File: config.mk
export PLATFORM = sky130hd
export DESIGN_NAME = core_bus_arbiter_flat
export DESIGN_NICKNAME = d
export VERILOG_FILES = /design/src/rtl/core_bus_arb_pkg.sv /design/src/rtl/core_bus_arbiter_if.sv /design/src/rtl/core_bus_arb_watchdog.sv /design/src/rtl/core_bus_arbiter.sv /design/src/flat_wrapper.sv
export SDC_FILE = /design/constraint.sdc
export NUM_CORES = 1
export LEC_CHECK = 0
export ABC_CLOCK_PERIOD_IN_PS = 4800
export BUFFER_PORTS_ARGS = -buffer_cell sky130_fd_sc_hd__buf_4
export CORE_AREA = 2 2 120 122
export DETAILED_ROUTE_END_ITERATION = 6
export DIE_AREA = 0 0 122 124
export REMOVE_ABC_BUFFERS = 1
export SLEW_MARGIN = 40
export SYNTH_ARGS = -nofsm -noshare
export SYNTH_HDL_FRONTEND = slang
export SYNTH_HIERARCHICAL = 1
export SYNTH_SLANG_ARGS = --single-unit
File: constraint.sdc
create_clock -name clk -period 4.8 [get_ports clk]
set_clock_uncertainty 0.15 [all_clocks]
set_input_delay 0.96 -clock clk [delete_from_list [all_inputs] [get_ports clk]]
set_output_delay 0.96 -clock clk [all_outputs]
set_load 0.1 [all_outputs]
File: src/rtl/core_bus_arb_pkg.sv
// Shared types and defaults for the two-master Wishbone classic arbiter.
package core_bus_arb_pkg;

  // Arbiter FSM: idle or owned by one of the two masters
  typedef enum logic [1:0] {
    IDLE   = 2'd0,
    GRANT0 = 2'd1,
    GRANT1 = 2'd2
  } arb_state_t;

  // Master index: 0 = instruction fetch, 1 = data
  typedef logic master_idx_t;

  localparam int DEFAULT_TIMEOUT_CYCLES = 1024;

endpackage

File: src/rtl/core_bus_arbiter_if.sv
// Bundle of both master ports, the bus-side port and the debug grant.
// slave  : arbiter view
// master : environment view (masters + bus target)
interface core_bus_arbiter_if #(
  parameter int ADDR_WIDTH = 32,
  parameter int DATA_WIDTH = 32
);
  logic                  m0_cyc_i, m0_stb_i, m0_we_i;
  logic [ADDR_WIDTH-1:0] m0_addr_i;
  logic [DATA_WIDTH-1:0] m0_data_i, m0_data_o;
  logic                  m0_ack_o, m0_err_o;

  logic                  m1_cyc_i, m1_stb_i, m1_we_i;
  logic [ADDR_WIDTH-1:0] m1_addr_i;
  logic [DATA_WIDTH-1:0] m1_data_i, m1_data_o;
  logic                  m1_ack_o, m1_err_o;

  logic                  core_cyc_o, core_stb_o, core_we_o;
  logic [ADDR_WIDTH-1:0] core_addr_o;
  logic [DATA_WIDTH-1:0] core_data_o, core_data_i;
  logic                  core_ack_i;

  logic [1:0]            grant_o;

  modport slave (
    input  m0_cyc_i, m0_stb_i, m0_we_i, m0_addr_i, m0_data_i,
    output m0_data_o, m0_ack_o, m0_err_o,
    input  m1_cyc_i, m1_stb_i, m1_we_i, m1_addr_i, m1_data_i,
    output m1_data_o, m1_ack_o, m1_err_o,
    output core_cyc_o, core_stb_o, core_we_o, core_addr_o, core_data_o,
    input  core_data_i, core_ack_i,
    output grant_o
  );

  modport master (
    output m0_cyc_i, m0_stb_i, m0_we_i, m0_addr_i, m0_data_i,
    input  m0_data_o, m0_ack_o, m0_err_o,
    output m1_cyc_i, m1_stb_i, m1_we_i, m1_addr_i, m1_data_i,
    input  m1_data_o, m1_ack_o, m1_err_o,
    input  core_cyc_o, core_stb_o, core_we_o, core_addr_o, core_data_o,
    output core_data_i, core_ack_i,
    input  grant_o
  );
endinterface

File: src/rtl/core_bus_arb_watchdog.sv
// Stall watchdog: counts enabled cycles, saturates at TIMEOUT_CYCLES and
// flags expire while the count sits at the limit. Clear has priority.
module core_bus_arb_watchdog #(
  parameter int TIMEOUT_CYCLES = 1024
) (
  input  logic clk,
  input  logic rst,
  input  logic enable,
  input  logic clear,
  output logic expire
);
  localparam int CW = $clog2(TIMEOUT_CYCLES + 1);
  localparam logic [CW-1:0] LIMIT = CW'(TIMEOUT_CYCLES);

  logic [CW-1:0] count;

  // Stall counter, held at LIMIT until cleared
  always_ff @(posedge clk) begin
    if (rst || clear)
      count <= '0;
    else if (enable && count != LIMIT)
      count <= count + 1'b1;
  end

  assign expire = (count == LIMIT);
endmodule

File: src/rtl/core_bus_arbiter.sv
// Two-master Wishbone classic arbiter, round robin, one idle cycle between
// owners. Optional stall watchdog under CORE_BUS_ARB_TIMEOUT_EN.
module core_bus_arbiter
  import core_bus_arb_pkg::*;
#(
  parameter int ADDR_WIDTH     = 32,
  parameter int DATA_WIDTH     = 32,
  parameter int TIMEOUT_CYCLES = DEFAULT_TIMEOUT_CYCLES
) (
  input logic               clk,
  input logic               rst,
  core_bus_arbiter_if.slave bus
);
  arb_state_t  state;
  master_idx_t rr_prefer;   // master that wins the next tie
  logic [1:0]  grant_q;
  logic        expire;

  logic                  cyc, stb, we, ack0, ack1, err0, err1;
  logic [ADDR_WIDTH-1:0] addr;
  logic [DATA_WIDTH-1:0] wdata;
  logic                  ack_ok;

  // Ack from a cycle being killed (timeout or reset) is dropped
  assign ack_ok = bus.core_ack_i && !expire && !rst;

`ifdef CORE_BUS_ARB_TIMEOUT_EN
  logic wd_enable, wd_clear;

  assign wd_enable = ((state == GRANT0 && bus.m0_stb_i) ||
                      (state == GRANT1 && bus.m1_stb_i)) && !bus.core_ack_i;
  assign wd_clear  = bus.core_ack_i || (state == IDLE) || expire;

  core_bus_arb_watchdog #(.TIMEOUT_CYCLES(TIMEOUT_CYCLES)) u_watchdog (
    .clk    (clk),
    .rst    (rst),
    .enable (wd_enable),
    .clear  (wd_clear),
    .expire (expire)
  );
`else
  logic unused_timeout_cfg;
  assign unused_timeout_cfg = ^TIMEOUT_CYCLES;
  assign expire = 1'b0;
`endif

  // Arbitration FSM with registered grant and round-robin pointer
  always_ff @(posedge clk) begin
    if (rst) begin
      state     <= IDLE;
      rr_prefer <= 1'b0;
      grant_q   <= 2'b00;
    end else begin
      case (state)
        IDLE: begin
          if (bus.m0_cyc_i && (!bus.m1_cyc_i || rr_prefer == 1'b0)) begin
            state     <= GRANT0;
            grant_q   <= 2'b01;
            rr_prefer <= 1'b1;
          end else if (bus.m1_cyc_i) begin
            state     <= GRANT1;
            grant_q   <= 2'b10;
            rr_prefer <= 1'b0;
          end
        end
        GRANT0: begin
          if (!bus.m0_cyc_i || expire) begin
            state   <= IDLE;
            grant_q <= 2'b00;
          end
        end
        GRANT1: begin
          if (!bus.m1_cyc_i || expire) begin
            state   <= IDLE;
            grant_q <= 2'b00;
          end
        end
        default: begin
          state   <= IDLE;
          grant_q <= 2'b00;
        end
      endcase
    end
  end

  // Bus mux from the owner; cyc/stb are killed in the timeout cycle
  always_comb begin
    cyc   = 1'b0;
    stb   = 1'b0;
    we    = 1'b0;
    addr  = '0;
    wdata = '0;
    ack0  = 1'b0;
    ack1  = 1'b0;
    err0  = 1'b0;
    err1  = 1'b0;
    case (state)
      GRANT0: begin
        cyc   = bus.m0_cyc_i && !expire;
        stb   = bus.m0_stb_i && !expire;
        we    = bus.m0_we_i;
        addr  = bus.m0_addr_i;
        wdata = bus.m0_data_i;
        ack0  = ack_ok;
        err0  = expire && !rst;
      end
      GRANT1: begin
        cyc   = bus.m1_cyc_i && !expire;
        stb   = bus.m1_stb_i && !expire;
        we    = bus.m1_we_i;
        addr  = bus.m1_addr_i;
        wdata = bus.m1_data_i;
        ack1  = ack_ok;
        err1  = expire && !rst;
      end
      default: ;
    endcase
  end

  assign bus.core_cyc_o  = cyc;
  assign bus.core_stb_o  = stb;
  assign bus.core_we_o   = we;
  assign bus.core_addr_o = addr;
  assign bus.core_data_o = wdata;
  assign bus.m0_ack_o    = ack0;
  assign bus.m1_ack_o    = ack1;
  assign bus.m0_err_o    = err0;
  assign bus.m1_err_o    = err1;
  assign bus.m0_data_o   = bus.core_data_i;
  assign bus.m1_data_o   = bus.core_data_i;
  assign bus.grant_o     = grant_q;
endmodule

File: src/flat_wrapper.sv
// flat-port wrapper written by rule: the top's interface ports become plain ports
module core_bus_arbiter_flat import core_bus_arb_pkg::*;
#(
  parameter int ADDR_WIDTH     = 32,
  parameter int DATA_WIDTH     = 32,
  parameter int TIMEOUT_CYCLES = DEFAULT_TIMEOUT_CYCLES
)
  (clk, rst, bus_m0_cyc_i, bus_m0_stb_i, bus_m0_we_i, bus_m0_addr_i, bus_m0_data_i, bus_m0_data_o, bus_m0_ack_o, bus_m0_err_o, bus_m1_cyc_i, bus_m1_stb_i, bus_m1_we_i, bus_m1_addr_i, bus_m1_data_i, bus_m1_data_o, bus_m1_ack_o, bus_m1_err_o, bus_core_cyc_o, bus_core_stb_o, bus_core_we_o, bus_core_addr_o, bus_core_data_o, bus_core_data_i, bus_core_ack_i, bus_grant_o);
  core_bus_arbiter_if #(.ADDR_WIDTH(ADDR_WIDTH), .DATA_WIDTH(DATA_WIDTH)) bus_i ();
  input logic clk;
  input logic rst;
  input wire logic [$bits(bus_i.m0_cyc_i)-1:0] bus_m0_cyc_i;
  input wire logic [$bits(bus_i.m0_stb_i)-1:0] bus_m0_stb_i;
  input wire logic [$bits(bus_i.m0_we_i)-1:0] bus_m0_we_i;
  input wire logic [$bits(bus_i.m0_addr_i)-1:0] bus_m0_addr_i;
  input wire logic [$bits(bus_i.m0_data_i)-1:0] bus_m0_data_i;
  output wire logic [$bits(bus_i.m0_data_o)-1:0] bus_m0_data_o;
  output wire logic [$bits(bus_i.m0_ack_o)-1:0] bus_m0_ack_o;
  output wire logic [$bits(bus_i.m0_err_o)-1:0] bus_m0_err_o;
  input wire logic [$bits(bus_i.m1_cyc_i)-1:0] bus_m1_cyc_i;
  input wire logic [$bits(bus_i.m1_stb_i)-1:0] bus_m1_stb_i;
  input wire logic [$bits(bus_i.m1_we_i)-1:0] bus_m1_we_i;
  input wire logic [$bits(bus_i.m1_addr_i)-1:0] bus_m1_addr_i;
  input wire logic [$bits(bus_i.m1_data_i)-1:0] bus_m1_data_i;
  output wire logic [$bits(bus_i.m1_data_o)-1:0] bus_m1_data_o;
  output wire logic [$bits(bus_i.m1_ack_o)-1:0] bus_m1_ack_o;
  output wire logic [$bits(bus_i.m1_err_o)-1:0] bus_m1_err_o;
  output wire logic [$bits(bus_i.core_cyc_o)-1:0] bus_core_cyc_o;
  output wire logic [$bits(bus_i.core_stb_o)-1:0] bus_core_stb_o;
  output wire logic [$bits(bus_i.core_we_o)-1:0] bus_core_we_o;
  output wire logic [$bits(bus_i.core_addr_o)-1:0] bus_core_addr_o;
  output wire logic [$bits(bus_i.core_data_o)-1:0] bus_core_data_o;
  input wire logic [$bits(bus_i.core_data_i)-1:0] bus_core_data_i;
  input wire logic [$bits(bus_i.core_ack_i)-1:0] bus_core_ack_i;
  output wire logic [$bits(bus_i.grant_o)-1:0] bus_grant_o;
  assign bus_i.m0_cyc_i = bus_m0_cyc_i;
  assign bus_i.m0_stb_i = bus_m0_stb_i;
  assign bus_i.m0_we_i = bus_m0_we_i;
  assign bus_i.m0_addr_i = bus_m0_addr_i;
  assign bus_i.m0_data_i = bus_m0_data_i;
  assign bus_m0_data_o = bus_i.m0_data_o;
  assign bus_m0_ack_o = bus_i.m0_ack_o;
  assign bus_m0_err_o = bus_i.m0_err_o;
  assign bus_i.m1_cyc_i = bus_m1_cyc_i;
  assign bus_i.m1_stb_i = bus_m1_stb_i;
  assign bus_i.m1_we_i = bus_m1_we_i;
  assign bus_i.m1_addr_i = bus_m1_addr_i;
  assign bus_i.m1_data_i = bus_m1_data_i;
  assign bus_m1_data_o = bus_i.m1_data_o;
  assign bus_m1_ack_o = bus_i.m1_ack_o;
  assign bus_m1_err_o = bus_i.m1_err_o;
  assign bus_core_cyc_o = bus_i.core_cyc_o;
  assign bus_core_stb_o = bus_i.core_stb_o;
  assign bus_core_we_o = bus_i.core_we_o;
  assign bus_core_addr_o = bus_i.core_addr_o;
  assign bus_core_data_o = bus_i.core_data_o;
  assign bus_i.core_data_i = bus_core_data_i;
  assign bus_i.core_ack_i = bus_core_ack_i;
  assign bus_grant_o = bus_i.grant_o;
  core_bus_arbiter #(.ADDR_WIDTH(ADDR_WIDTH), .DATA_WIDTH(DATA_WIDTH), .TIMEOUT_CYCLES(TIMEOUT_CYCLES)) u_core (.clk(clk), .rst(rst), .bus(bus_i));
endmodule
Word-level counts from Yosys, hierarchy flattened
Index checks and enable logic that the tools add are counted.

Bits in registers: 3. Latch bits: 0. RAM bits: 0. Memory bits (read-only): 0. Input bits: 169. Output and inout port bits: 137. Word-level logic and storage cells: 31. Memories kept: 0.

Add/subtract/negate cells: 0. Multipliers: 0. Div/mod/pow operators: 0. Order comparisons: 0. Equal/unequal tests: 5. Shifts and indexed selects: 0. Muxes and demuxes: 14. Bitwise operators: 1. Reductions and logical operators: 9.

Operator list (count): case mux 32 bit (2 select lines) (2); two-way mux 2 bit (4); case mux 1 bit (2 select lines) (3); case mux 2 bit (3 select lines) (1); two-way mux 1 bit (4); != test 2 bit, second input constant (2); != test 3 x 2 -> 1 bit, second input constant (1); AND reduction 3 bit (1); == test 2 x 1 -> 1 bit, second input constant (1); == test 2 bit, second input constant (1); logical AND 1 bit (2); zero test 1 bit (2); zero test 2 bit (1); AND reduction 2 bit (1); nonzero test 2 bit (1); logical OR 1 bit (1); inverter 1 bit (1).

Depth between registers and ports, before layout
Gate-level depths: netlist of run 1.

Depth in word-level cells: 5. Mapped depth: 7. Mapped depth without buffers: 5.

Least setup slack after synthesis of run 1
OpenSTA, ideal clock, no wires.

Kind: register to output. Start: register, netlist name u_core/bus.grant_o[0]. End: output port bus_core_addr_o[0]. Data arrival time: 3.271 ns. Required time: 3.690 ns. Path slack: 0.419 ns. Stages on the path, launching flop included: 6. Buffers on the path: 2. Path through: dfxtp_1 inv_1 ha_1 buf_2 clkbuf_1 nor2b_1.

RTL lines: end, declared (RTL line flat_wrapper.sv:31) `output wire logic [$bits(bus_i.core_addr_o)-1:0] bus_core_addr_o;`.

==> metrics, run 1 <==
stages on the worst setup path 6; GR Overflow Total 0; DP Area 2950 sq um; Internal 332 uW; nets 544; post-synth top area cell buf_4; height of the chip 124 um; Final Setup Violations 0; first-pass GRT wire length 15100 um; Post-Synthesis Cells 243; H-Tree Depth 1; area grow syn2layout 75.1%; Post-DRT Antenna Nets 0; post-DP HPWL 10400 um; non-filler instance count after layout 551; pin slew with the least headroom to its limit 758 ps; Leakage 1.35 nW; drt first pass iters 4; hold path cells 1; Post-synth ARST share 0%; main flop type after synthesis dfxtp_1; HP Class reg2reg; final hold slack 373 ps; Sw Share 55.6%; worst stage delay on the critical path 700 ps; cell mode on critical path buf_4; CTS Hold Bufs 0; commonest cells in the synthesized netlist buf_4 (67), nor2b_1 (67), a22oi_1 (66); status completed; post-CTS sizing 0; Synth cell types 19; WP data required 3690 ps; clk buf depth 2; final worst setup slack 1200 ps; vias in the first global route 2164; Final Hold Viols 0; r2r startpoint u_core/bus.grant_o[1]; Initial Util 12.6%; worst skew pair latency 230 ps; crit-path cells inv_1 -> ha_2 -> buf_4 -> a22oi_1 -> nor2b_1 -> buf_4; synthesized area 1730 sq um; P per Cell Area 246 nW/um^2; CTS Sinks 3; Worst path slowest cell ha_2; core box area 13700 sq um; Top Ports 306; period utilization 75.0%; Worst R2R End u_core/bus.grant_o[1]; Flop pwr share 4.3%; RSZ-0062 raised after global routing no; final count of pins violating max slew 0; row count 43; Tmin final 3600 ps; relative slew slack 49.5%; Switch Pwr 415 uW; Remaining DRCs 0; routability congestion estimate 0.845; post-synthesis sequential area ratio 3.47%; Max-Cap Viols 0; worst-path fanout max 38; Setup WS pre-CTS 1400 ps; CP endpoint kind output port; CTS Buf Count 3; top cell type's share of synthesized area 29.0%; DR iter-0 viols 92; TritonCTS clock tree done; Hold Path End u_core/rr_prefer; largest net degree at the start of global routing 46; syn avg cell area 7.13 sq um; part of the power in combinational logic 77.7%; Worst-path clk slew 30 ps; VDD IR max 197 uV; clk root buf clkbuf_16; Finished Core Util 22.1%; Clk pwr share 18.0%; placed cell count 546; die area 15100 sq um; port buffer count 207; initial antenna violation count 1; min-delay src u_core/rr_prefer; DR WL/cell 21.8 um; Critical path buffers and inverters 3; Top delay family on crit path buffers and inverters; Post-CTS Setup Inserts 0; layout cell share with drive strength beyond 1 59.2%; Sum Neg Setup Slack 0 ps; flops & latches, synth 3; crit path launch type register; top cells by area, synth buf_4 (29%), a22oi_1 (29%), nor2b_1 (24%), dfxtp_1 (3.5%), buf_2 (2.9%); Total GRT Usage 14.2%; vias 2275; Tot Pwr 747 uW; Syn. warnings 6; fin area 3030 sq um; Reg2Reg Setup Slack 2840 ps; Die X 122 um; Via-to-Cell Ratio 4.13; Max Fclk 278 MHz; total wire length 12000 um; WP data arrival 2490 ps; number of synthesized flops with an enable pin 0; Crit Path Class reg2out; R2R cell count 5
-- worst register-to-register path, stage by stage (launching register included) --
cell,delay [ps]
dfxtp_1,350
inv_1,100
ha_2,590
a22oi_2,160
and3b_1,220
a32o_2,270
-- layout by cell type, fill, tap and decap left out --
cell / synthesis / layout
a21oi_1: 1 / 1
a21oi_2: 1 / 1
a22oi_1: 66 / 66
a22oi_2: 1 / 1
a311oi_1: 1 / 1
a32o_1: 1 / 1
a32o_2: 1 / 1
and3b_1: 3 / 3
buf_4: 67 / 210
clkbuf_1: 11 / 1
clkbuf_16: 0 / 3
conb_1: 1 / 2
dfxtp_1: 3 / 3
diode_2: 0 / 1
ha_1: 4 / 1
ha_2: 0 / 3
inv_1: 2 / 2
nand2_1: 1 / 1
nand2b_1: 1 / 1
nor2b_1: 67 / 67
or3b_1: 1 / 1
-- metal layers --
layer	part of all wire (%)	wire, um	global-route usage [%]	vias up
met3	21	2580	13.2	10
met2	49	5860	24.8	216
li1	-	-	-	1044
met1	28	3350	11.7	1003
met5	0.84	101	5.21	-
met4	1.1	137	2.30	2
-- cells by family after synthesis --
kind of cell    Yosys count  share of synthesized area, %
flops                     3                          3.47
buf+inv                  90                          34.8
fa+ha+maj                 4                          2.89
other cells               1                         0.217
compound gates           72                          31.9
simple gates             73                          26.8
-- worst max-delay path by stage --
stage	from	end	slack [ps]
finish	u_core/bus.grant_o[0]	bus_core_addr_o[6]	1200
global route	u_core/bus.grant_o[0]	bus_core_addr_o[6]	1050
CTS	u_core/bus.grant_o[0]	bus_core_addr_o[6]	1160
detailed placement	u_core/bus.grant_o[0]	bus_core_addr_o[6]	1400
global placement	u_core/bus.grant_o[1]	bus_core_addr_o[26]	1330
floorplan	u_core/bus.grant_o[0]	bus_core_addr_o[16]	-320
-- power groups by stage --
stage	clock (mW)	sequential, mW	combinational [mW]
floorplan	0	0.0449	0.382
global placement	0	0.0314	0.576
detailed placement	0	0.0319	0.585
CTS	0.136	0.0317	0.585
global route	0.139	0.0321	0.611
finish	0.134	0.0318	0.580
-- final cells by class --
| type | count | area [sq um] |
|---|---|---|
| Sequential cell | 3 | 60.1 |
| Tap cell | 180 | 225 |
| Inverter | 2 | 7.51 |
| Multi-Input combinational cell | 151 | 1080 |
| Antenna cell | 1 | 2.50 |
| Fill cell | 1523 | 10700 |
| Clock buffer | 4 | 78.8 |
| Timing Repair Buffer | 210 | 1580 |
-- flip-flops by register name, indices dropped and copies added (netlist names) --
signal / cells
u_core/bus.grant_o: 2
u_core/rr_prefer: 1
(Power assumes the default switching activity.)
==> inputs of run 2 (changes only) <==
--- a/config.mk
+++ b/config.mk
@@ -5,11 +5,11 @@
 export SDC_FILE = /design/constraint.sdc
 export NUM_CORES = 1
 export LEC_CHECK = 0
-export ABC_CLOCK_PERIOD_IN_PS = 4800
+export ABC_CLOCK_PERIOD_IN_PS = 3050
 export BUFFER_PORTS_ARGS = -buffer_cell sky130_fd_sc_hd__buf_4
-export CORE_AREA = 2 2 120 122
+export CORE_AREA = 2 2 119 121
 export DETAILED_ROUTE_END_ITERATION = 6
-export DIE_AREA = 0 0 122 124
+export DIE_AREA = 0 0 121 123
 export REMOVE_ABC_BUFFERS = 1
 export SLEW_MARGIN = 40
 export SYNTH_ARGS = -nofsm -noshare
==> constraint.sdc (replaced) <==
create_clock -name clk -period 3.05 [get_ports clk]
set_clock_uncertainty 0.15 [all_clocks]
set_input_delay 0.61 -clock clk [delete_from_list [all_inputs] [get_ports clk]]
set_output_delay 0.61 -clock clk [all_outputs]
set_load 0.1 [all_outputs]
==> metrics, run 2 (same netlist as run 1, synthesis figures left out) <==
routed wl met2 5300 um (-9.6%); Crit Path Class reg2out; Max Fclk 371 MHz; TritonCTS clock tree done; status completed; non-filler instance count after layout 553 (+0.36%); CTS Sinks 3 (unchanged); Die X 121 um (-0.82%); min-delay src u_core/rr_prefer; Reg2Reg Setup Slack 1170 ps (-1670 ps); most common cell after layout, fill and taps aside buf_4; H-Tree Depth 1 (unchanged); drt first pass iters 4 (unchanged); worst stage delay on the critical path 450 ps (-250 ps); routability congestion estimate 0.785 (-7.1%); crit path launch type register; Worst path slowest cell ha_1; vias in the first global route 2130 (-1.6%); die area 14900 sq um (-1.6%); post-CTS sizing 0 (unchanged); post-DP HPWL 9810 um (-5.5%); period utilization 88.3%; row count 43 (unchanged); DR WL/cell 20.9 um (-4.4%); Final Setup Violations 0 (unchanged); Tmin final 2690 ps; GR Overflow Total 0 (unchanged); Top Ports 306 (unchanged); P per Cell Area 385 nW/um^2 (+56%); initial antenna violation count 1 (unchanged); max reg flops 2 (unchanged); most frequent cells in the layout buf_4 (211), nor2b_1 (67), a22oi_1 (66); final count of pins violating max slew 0 (unchanged); CP endpoint kind output port; Post-DRT Antenna Nets 0 (unchanged); total wire length 11600 um (-4.0%); VDD IR max 274 uV (+39%); Leakage 1.37 nW (+1.1%); placed cell count 548 (+0.37%); Max-Cap Viols 0 (unchanged); DR iter-0 viols 90 (-2.2%); core box area 13600 sq um (-0.78%); port buffer count 207 (unchanged); Via-to-Cell Ratio 4.11 (-0.41%); first-pass GRT wire length 14700 um (-2.6%); vias 2274 (-0.044%); CTS Hold Bufs 0 (unchanged); DP Area 2980 sq um (+0.85%); worst-path fanout max 59 (+55%); WP data required 2290 ps (-1400 ps); crit path launch u_core/bus.grant_o[0]; Finished Core Util 22.5% (+0.36 points); worst skew pair latency 220 ps (about the same); area grow syn2layout 76.5%; met3 routed WL 2460 um (-5.0%); Top delay family on crit path buffers and inverters; M1 wire length 3410 um (+1.5%); DR top layer met5; Setup WS pre-CTS 573 ps (-827 ps); crit-path cells inv_1 -> ha_1 -> buf_12 -> nor2b_1 -> buf_4; RSZ-0062 raised after global routing no; height of the chip 123 um (-0.81%); HP Class reg2reg; Final Hold Viols 0 (unchanged); largest net degree at the start of global routing 60 (+30%); Critical path buffers and inverters 3 (unchanged); Post-CTS Setup Inserts 0 (unchanged); Total GRT Usage 13.8% (-0.36 points); final worst setup slack 355 ps (-845 ps); Worst-path clk slew 30 ps (about the same); clk root buf clkbuf_16; Remaining DRCs 0 (unchanged); Initial Util 12.7% (+0.10 points); nets 546 (+0.37%); WP data arrival 1930 ps (-560 ps); r2r startpoint u_core/bus.grant_o[1]; fin area 3060 sq um (+0.83%); Tot Pwr 1.18 mW (+57%); CTS Buf Count 3 (unchanged); layout cell share with drive strength beyond 1 59.1% (about the same); clk buf depth 2 (unchanged)
## run 2: changes by cell type in the layout (fill, tap and decap cells not counted)
cell | before | now
buf_12 | 0 | 1
buf_4 | 210 | 211
ha_1 | 1 | 2
ha_2 | 3 | 2
## run 2: where the power goes
| group | internal (mW) | switching [mW] | total (mW) |
|---|---|---|---|
| Combinational | 0.310 | 0.606 | 0.916 |
| Clock | 0.173 | 0.0364 | 0.209 |
| Sequential | 0.0444 | 0.00595 | 0.0503 |
## run 2: worst reg2reg max path: stages, from the launching register on
cell     delay, ps
dfxtp_1        340
inv_1          100
ha_2           180
buf_4          390
a22oi_2        160
and3b_1        210
a32o_2         250
## run 2: cell type report
class,instances,area (sq um)
tap,180,225
timing repair buffer,212,1600
fill,1522,10600
multi-input combinational,151,1080
sequential,3,60.1
antenna,1,2.50
clock buffer,4,78.8
inverter,2,7.51
## run 2: worst paths after layout
check	endpoint	depth (start not counted)
setup reg to reg	u_core/bus.grant_o[1]	6
setup / recovery	bus_core_data_o[7]	5
hold reg to reg	u_core/rr_prefer	1
hold / removal	u_core/rr_prefer	1
## run 2: through the flow
stage / hold WS (ps) / TNS (ps)
final: 392 / 0
after global routing: 402 / 0
after CTS: 393 / 0
after detailed placement: 357 / 0
after global placement: 331 / 0
after floorplan: 308 / -114450
## run 2: routing by layer
layer  GRT usage (%)  vias to the layer above
met5            6.25                        -
met4            3.34                        4
met3            13.1                       12
met2            22.3                      222
met1            12.2                      992
li1                -                     1044
